==> src/rtl/bram_pkg.sv <==
// Shared constants, state encoding and mode helper for the configurable BRAM tile.
package bram_pkg;

  localparam logic [1:0] MODE_X1 = 2'd0;
  localparam logic [1:0] MODE_X2 = 2'd1;
  localparam logic [1:0] MODE_X4 = 2'd2;

  localparam int RW_READ_FIRST  = 0;
  localparam int RW_WRITE_FIRST = 1;

  typedef enum logic {
    ST_CLEAR = 1'b0,
    ST_READY = 1'b1
  } state_t;

  // Number of address bits that select a lane inside a physical word.
  // The reserved mode 3 decodes like full width.
  function automatic logic [1:0] lane_bits(input logic [1:0] mode);
    case (mode)
      MODE_X2: return 2'd1;
      MODE_X4: return 2'd2;
      default: return 2'd0;
    endcase
  endfunction

endpackage

==> src/rtl/bram_lane_mux.sv <==
// Lane steering for the BRAM tile: turns a logical write into quarter write
// enables plus a replicated data word, and extracts the logical read lane.
module bram_lane_mux
  import bram_pkg::*;
#(
  parameter int DATA_WIDTH = 8
) (
  input  logic [1:0]            mode,
  input  logic [1:0]            wlane,
  input  logic [DATA_WIDTH-1:0] wdata,
  input  logic [3:0]            wmask,
  output logic [3:0]            q_we,
  output logic [DATA_WIDTH-1:0] wword,
  input  logic [1:0]            rmode,
  input  logic [1:0]            rlane,
  input  logic [DATA_WIDTH-1:0] rword,
  output logic [DATA_WIDTH-1:0] rdata
);

  localparam int Q = DATA_WIDTH / 4;
  localparam int H = DATA_WIDTH / 2;

  // Every lane in every mode is a whole number of quarters, so a write is
  // a quarter enable mask plus the lane data replicated across the word.
  always_comb begin
    q_we  = 4'b0000;
    wword = wdata;
    case (lane_bits(mode))
      2'd1: begin
        wword = {2{wdata[H-1:0]}};
        q_we  = wlane[0] ? 4'b1100 : 4'b0011;
      end
      2'd2: begin
        wword = {4{wdata[Q-1:0]}};
        q_we  = 4'b0001 << wlane;
      end
      default: begin
        wword = wdata;
        q_we  = wmask;
      end
    endcase
  end

  // Pick the addressed lane out of the registered word, zero-extended.
  always_comb begin
    rdata = '0;
    case (lane_bits(rmode))
      2'd1:    rdata[H-1:0] = rlane[0] ? rword[DATA_WIDTH-1:H] : rword[H-1:0];
      2'd2:    rdata[Q-1:0] = rword[rlane*Q +: Q];
      default: rdata        = rword;
    endcase
  end

endmodule

==> src/rtl/bram_cfg.sv <==
// Simple-dual-port BRAM tile with registered read, configurable aspect ratio,
// quarter write masking, selectable collision policy and a clear-on-reset
// sequencer that zeroes every physical word before accepting traffic.
module bram_cfg
  import bram_pkg::*;
#(
  parameter int ADDR_WIDTH = 6,
  parameter int DATA_WIDTH = 8,
  parameter int RW_MODE    = 0
) (
  input  logic                  clk,
  input  logic                  rst,
  input  logic [1:0]            cfg_mode,
  input  logic                  ren,
  input  logic [ADDR_WIDTH+1:0] raddr,
  output logic [DATA_WIDTH-1:0] rdata,
  output logic                  rvalid,
  input  logic                  we,
  input  logic [ADDR_WIDTH+1:0] waddr,
  input  logic [DATA_WIDTH-1:0] wdata,
  input  logic [3:0]            wmask,
  output logic                  busy
);

  localparam int Q = DATA_WIDTH / 4;

  state_t                  state_reg;
  logic [ADDR_WIDTH-1:0]   clr_ptr_reg;
  logic                    rvalid_reg;
  logic [1:0]              rd_lane_reg;
  logic [1:0]              rd_mode_reg;
  logic [DATA_WIDTH-1:0]   rd_word;

  logic [ADDR_WIDTH-1:0]   waddr_word, raddr_word;
  logic [1:0]              wlane, rlane;
  logic [3:0]              lane_we;
  logic [DATA_WIDTH-1:0]   lane_wword;
  logic                    clearing, wr_fire, rd_fire;
  logic [3:0]              q_wr;
  logic [ADDR_WIDTH-1:0]   wr_idx;
  logic [DATA_WIDTH-1:0]   wr_word;

  // Split logical addresses into physical word index and lane; high bits
  // beyond the logical depth simply fall off.
  always_comb begin
    waddr_word = waddr[ADDR_WIDTH-1:0];
    raddr_word = raddr[ADDR_WIDTH-1:0];
    wlane      = 2'd0;
    rlane      = 2'd0;
    case (lane_bits(cfg_mode))
      2'd1: begin
        waddr_word = waddr[ADDR_WIDTH:1];
        raddr_word = raddr[ADDR_WIDTH:1];
        wlane      = {1'b0, waddr[0]};
        rlane      = {1'b0, raddr[0]};
      end
      2'd2: begin
        waddr_word = waddr[ADDR_WIDTH+1:2];
        raddr_word = raddr[ADDR_WIDTH+1:2];
        wlane      = waddr[1:0];
        rlane      = raddr[1:0];
      end
      default: ;
    endcase
  end

  bram_lane_mux #(
    .DATA_WIDTH(DATA_WIDTH)
  ) u_lane_mux (
    .mode  (cfg_mode),
    .wlane (wlane),
    .wdata (wdata),
    .wmask (wmask),
    .q_we  (lane_we),
    .wword (lane_wword),
    .rmode (rd_mode_reg),
    .rlane (rd_lane_reg),
    .rword (rd_word),
    .rdata (rdata)
  );

  assign clearing = (state_reg == ST_CLEAR) && !rst;
  assign wr_fire  = (state_reg == ST_READY) && !rst && we;
  assign rd_fire  = (state_reg == ST_READY) && !rst && ren;

  // The clear sequencer borrows the write port; user traffic is locked out.
  always_comb begin
    q_wr    = 4'b0000;
    wr_idx  = waddr_word;
    wr_word = lane_wword;
    if (clearing) begin
      q_wr    = 4'b1111;
      wr_idx  = clr_ptr_reg;
      wr_word = '0;
    end else if (wr_fire) begin
      q_wr = lane_we;
    end
  end

  // Clear FSM: one word per cycle from pointer 0, READY after the last word.
  always_ff @(posedge clk) begin
    if (rst) begin
      state_reg   <= ST_CLEAR;
      clr_ptr_reg <= '0;
    end else if (state_reg == ST_CLEAR) begin
      clr_ptr_reg <= clr_ptr_reg + ADDR_WIDTH'(1);
      if (&clr_ptr_reg) state_reg <= ST_READY;
    end
  end

  assign busy = (state_reg == ST_CLEAR);

  // Read side bookkeeping: valid pulse plus the lane/mode used for extraction.
  always_ff @(posedge clk) begin
    if (rst) begin
      rvalid_reg  <= 1'b0;
      rd_lane_reg <= 2'd0;
      rd_mode_reg <= MODE_X1;
    end else begin
      rvalid_reg <= rd_fire;
      if (rd_fire) begin
        rd_lane_reg <= rlane;
        rd_mode_reg <= cfg_mode;
      end
    end
  end

  assign rvalid = rvalid_reg;

  // One narrow memory per quarter so each quarter has its own write enable.
  genvar gi;
  generate
    for (gi = 0; gi < 4; gi++) begin : g_quarter
      logic [Q-1:0] mem [2**ADDR_WIDTH];
      logic [Q-1:0] rd_q_reg;

      // Quarter write port.
      always_ff @(posedge clk) begin
        if (q_wr[gi]) mem[wr_idx] <= wr_word[gi*Q +: Q];
      end

      // Registered quarter read; write-first bypasses freshly written data.
      always_ff @(posedge clk) begin
        if (rst) begin
          rd_q_reg <= '0;
        end else if (rd_fire) begin
          if (RW_MODE == RW_WRITE_FIRST && q_wr[gi] && wr_idx == raddr_word)
            rd_q_reg <= wr_word[gi*Q +: Q];
          else
            rd_q_reg <= mem[raddr_word];
        end
      end

      assign rd_word[gi*Q +: Q] = rd_q_reg;
    end
  endgenerate

endmodule

==> config.mk <==
export PLATFORM = sky130hd
export DESIGN_NAME = bram_cfg
export DESIGN_NICKNAME = d
export VERILOG_FILES = /design/src/rtl/bram_pkg.sv /design/src/rtl/bram_lane_mux.sv /design/src/rtl/bram_cfg.sv
export SDC_FILE = /design/constraint.sdc
export NUM_CORES = 1
export LEC_CHECK = 0
export ABC_AREA = 1
export ABC_CLOCK_PERIOD_IN_PS = 3000
export BUFFER_PORTS_ARGS = -buffer_cell sky130_fd_sc_hd__buf_2
export CORE_ASPECT_RATIO = 1.5
export CORE_UTILIZATION = 30
export DETAILED_ROUTE_END_ITERATION = 8
export GPL_ROUTABILITY_DRIVEN = 0
export PLACE_DENSITY_LB_ADDON = 0.15
export REMOVE_ABC_BUFFERS = 1
export SETUP_SLACK_MARGIN = 0.02
export SLEW_MARGIN = 20
export SYNTH_ARGS = -nofsm -noshare
export SYNTH_HDL_FRONTEND = slang
export SYNTH_HIERARCHICAL = 1
export SYNTH_SLANG_ARGS = --single-unit
export TNS_END_PERCENT = 5
==> constraint.sdc <==
create_clock -name clk -period 3 [get_ports clk]
set_clock_uncertainty 0.1 [all_clocks]
set_input_delay 0 -clock clk [delete_from_list [all_inputs] [get_ports clk]]
set_output_delay 0 -clock clk [all_outputs]
set_load 0.1 [all_outputs]
==> run summary <==
Clock root buffer = clkbuf_16
Initial antenna violation count = 2
Max incr delay on CP = 0.54 ns
Crit path top cell by count = inv_1
Top-area cell type share of the netlist area = 60.1%
Ys Warns = 6
Ys async rst share = 0%
Synth Register Bits = 532
Max-cap viol count = 0
Crit Path Category = reg2out
Placed inst area = 27,500 sq um
Leakage power = 11.6 nW
Clk buf depth = 3
Setup TNS after final layout = 0 ns
Fin cells = 3,819
Synthesized area per cell = 9.71 sq um
HPWL after detailed placement = 49,800 um
Post-synth EDFFs = 512
RSZ-0062 raised after global routing = false
First DRT Iteration DRCs = 1,233
Initial Util = 30.4%
CTS Sinks = 532
Max reg flops = 512
Final Hold Slack = 0.0762 ns
# DRC = 0
Multi-input logic area = 7760 sq um
Yosys cell types = 35
Die X-Extent = 240 um
Ratio of cells with drive above 1 in the final layout = 9.46%
Vias = 18,900
PD cells = 598 nW/um^2
Routed Antenna Nets = 0
Critical path's slowest cell = buf_2
Final instance area = 29,200 sq um
Post-route worst setup slack = 0.119 ns
Clock-pin slew on the worst setup and hold paths = 0.07 ns
Cts bufs inserted = 52
Fin crit share = 96.0%
Via density = 4.95
Drt first pass iters = 7
Max VDD drop = 0.455 mV
Cells after Synth = 2,634
Top-count cell post-synth = nand3_1
Worst setup EP type = output pin
Setup bufs post-CTS = 0
Die area = 86,500 sq um
Ordered list of cells on the worst path = inv_1 -> ha_1 -> inv_1 -> o21ai_0 -> buf_2
Sequential Area = 15,800 sq um
Area Overhead vs Synth = 14.3%
Routed WL = 79,500 um
Total grt overflow = 0
Maximum clock rate = 347 MHz
Startpoint Class = flop
Outcome = finished clean
Die Y = 360 um
Final number of setup-violating endpoints = 0
Filler cells = 8,567
Post-Syn Area = 25,600 sq um
CP required = 2.90 ns
# nets final = 2,696
Placed cells = 3,713
Skew-Pair Late Insertion Delay = 0.60 ns
Maximum number of pins on one net before global-route repair = 84
Worst Hold Class = in2reg
H-tree Lvls = 2
Worst Path Arrival = 2.78 ns
Min Tclk post-route = 2.88 ns
Setup slack at placement = 0.0999 ns
I/O Pins = 44
Register area share after synthesis = 61.7%
Max-slew violation total from the final report = 0
Num rows = 130
Fin. Hold Viols = 0
Yosys top cell by area = edfxtp_1
CORE AREA = 84,100 sq um
CTS tree = yes
Measured slew at the worst slew-check pin = 0.915 ns
Worst Path Max Fanout = 9
All-Layer GR Usage = 18.4%
Top_reg_cell synth = edfxtp_1
Max-slew headroom = 39.0%
First-pass GRT wire length = 118,000 um
Reg2Reg Setup Slack = 0.41 ns
Ranking of synthesized cells by area = edfxtp_1, nand3_1, nand2_1
Number of port buffers = 43
Vias in the first global route = 19,200
Post-synth top cells = nand3_1, edfxtp_1, nand2_1
Per-cell routed wire length = 20.8 um
-- power breakdown --
| part | switching (mW) | total [mW] | internal, mW |
|---|---|---|---|
| combinational | 1.96 | 2.75 | 0.785 |
| clock | 2.86 | 6.51 | 3.65 |
| sequential | 0.0123 | 8.24 | 8.23 |
-- layout make-up --
type | instances | area share [%]
Antenna cell | 1 | 0.00856
Clock buffer | 73 | 5.00
Clock inverter | 23 | 0.667
Inverter | 351 | 4.52
Multi-Input combinational cell | 1580 | 26.5
Sequential cell | 532 | 53.9
Tap cell | 1122 | 4.80
Timing Repair Buffer | 137 | 4.55
-- metrics by stage --
stage	utilization (%)	power (mW)
4_1_cts	34.8	17.7
3_5_place_dp	32.7	11.2
3_3_place_gp	32.7	11.1
5_1_grt	34.8	18.1
6_report	34.8	17.5
2_1_floorplan	-	9.97
-- repair_timing --
item | in CTS | in global routing
setup endpoints to repair | 0 | 2
resized for setup | 0 | 1
endpoints found under the hold margin | 20 | 0
hold buffers | 9 | 0
-- layout by cell type, fill, tap and decap left out, drive strengths merged, types with 2 or more instances in the layout --
| cell | n |
|---|---|
| dlygate4sd3 | 9 |
| dfxtp | 20 |
| buf | 128 |
| a31oi | 2 |
| nand2 | 452 |
| edfxtp | 512 |
| nor2 | 292 |
| a22oi | 6 |
| ha | 8 |
| nand3b | 186 |
| nor3 | 3 |
| a21oi | 16 |
| nand3 | 582 |
| bufinv | 3 |
| inv | 351 |
| o22ai | 4 |
| clkbuf | 73 |
| a221o | 2 |
| clkinv | 19 |
| o21ai | 23 |
-- final timing paths --
| check | cells after the start | to | start |
|---|---|---|---|
| worst max-delay path | 5 | rdata[2] | rd_mode_reg[0]$_SDFFE_PP0P_ |
| worst min register to register | 2 | g_quarter[1].rd_q_reg[1]$_SDFFE_PP0P_ | g_quarter[1].rd_q_reg[1]$_SDFFE_PP0P_ |
| worst max register to register | 7 | g_quarter[1].mem[18][0]$_DFFE_PP_ | state_reg$_SDFF_PP0_ |
| worst min-delay path | 6 | g_quarter[3].mem[23][0]$_DFFE_PP_ | wdata[6] |
-- critical path: cells and delay by family, from the launching register on --
kind,cells,cell delay (ns)
buffers and inverters,3,0.70
AO/OA/AOI/OAI,1,0.53
flip-flops,1,0.48
adder cells (fa/ha/maj),1,0.46
-- cells by family (layout without fill, tap and decap cells) --
group                    Yosys count  in the layout  synth area share, %
AO/OA/AOI/OAI                     55             55                 1.33
adder cells (fa/ha/maj)            8              8                0.391
buffers and inverters            522            584                 8.46
flip-flops                       532            532                 61.7
AND/OR/NAND/NOR                 1517           1517                 28.2
other                              0              1                    0
-- layer usage --
| layer | track usage (%) | part of all wire [%] | vias to the layer above |
|---|---|---|---|
| li1 | - | - | 8882 |
| met1 | 22.3 | 40 | 9344 |
| met2 | 32.5 | 51 | 526 |
| met3 | 2.21 | 4.7 | 141 |
| met4 | 7.86 | 4.1 | 0 |
| met5 | 0 | 0 | - |
No activity file was read; power rests on OpenSTA's default activity.
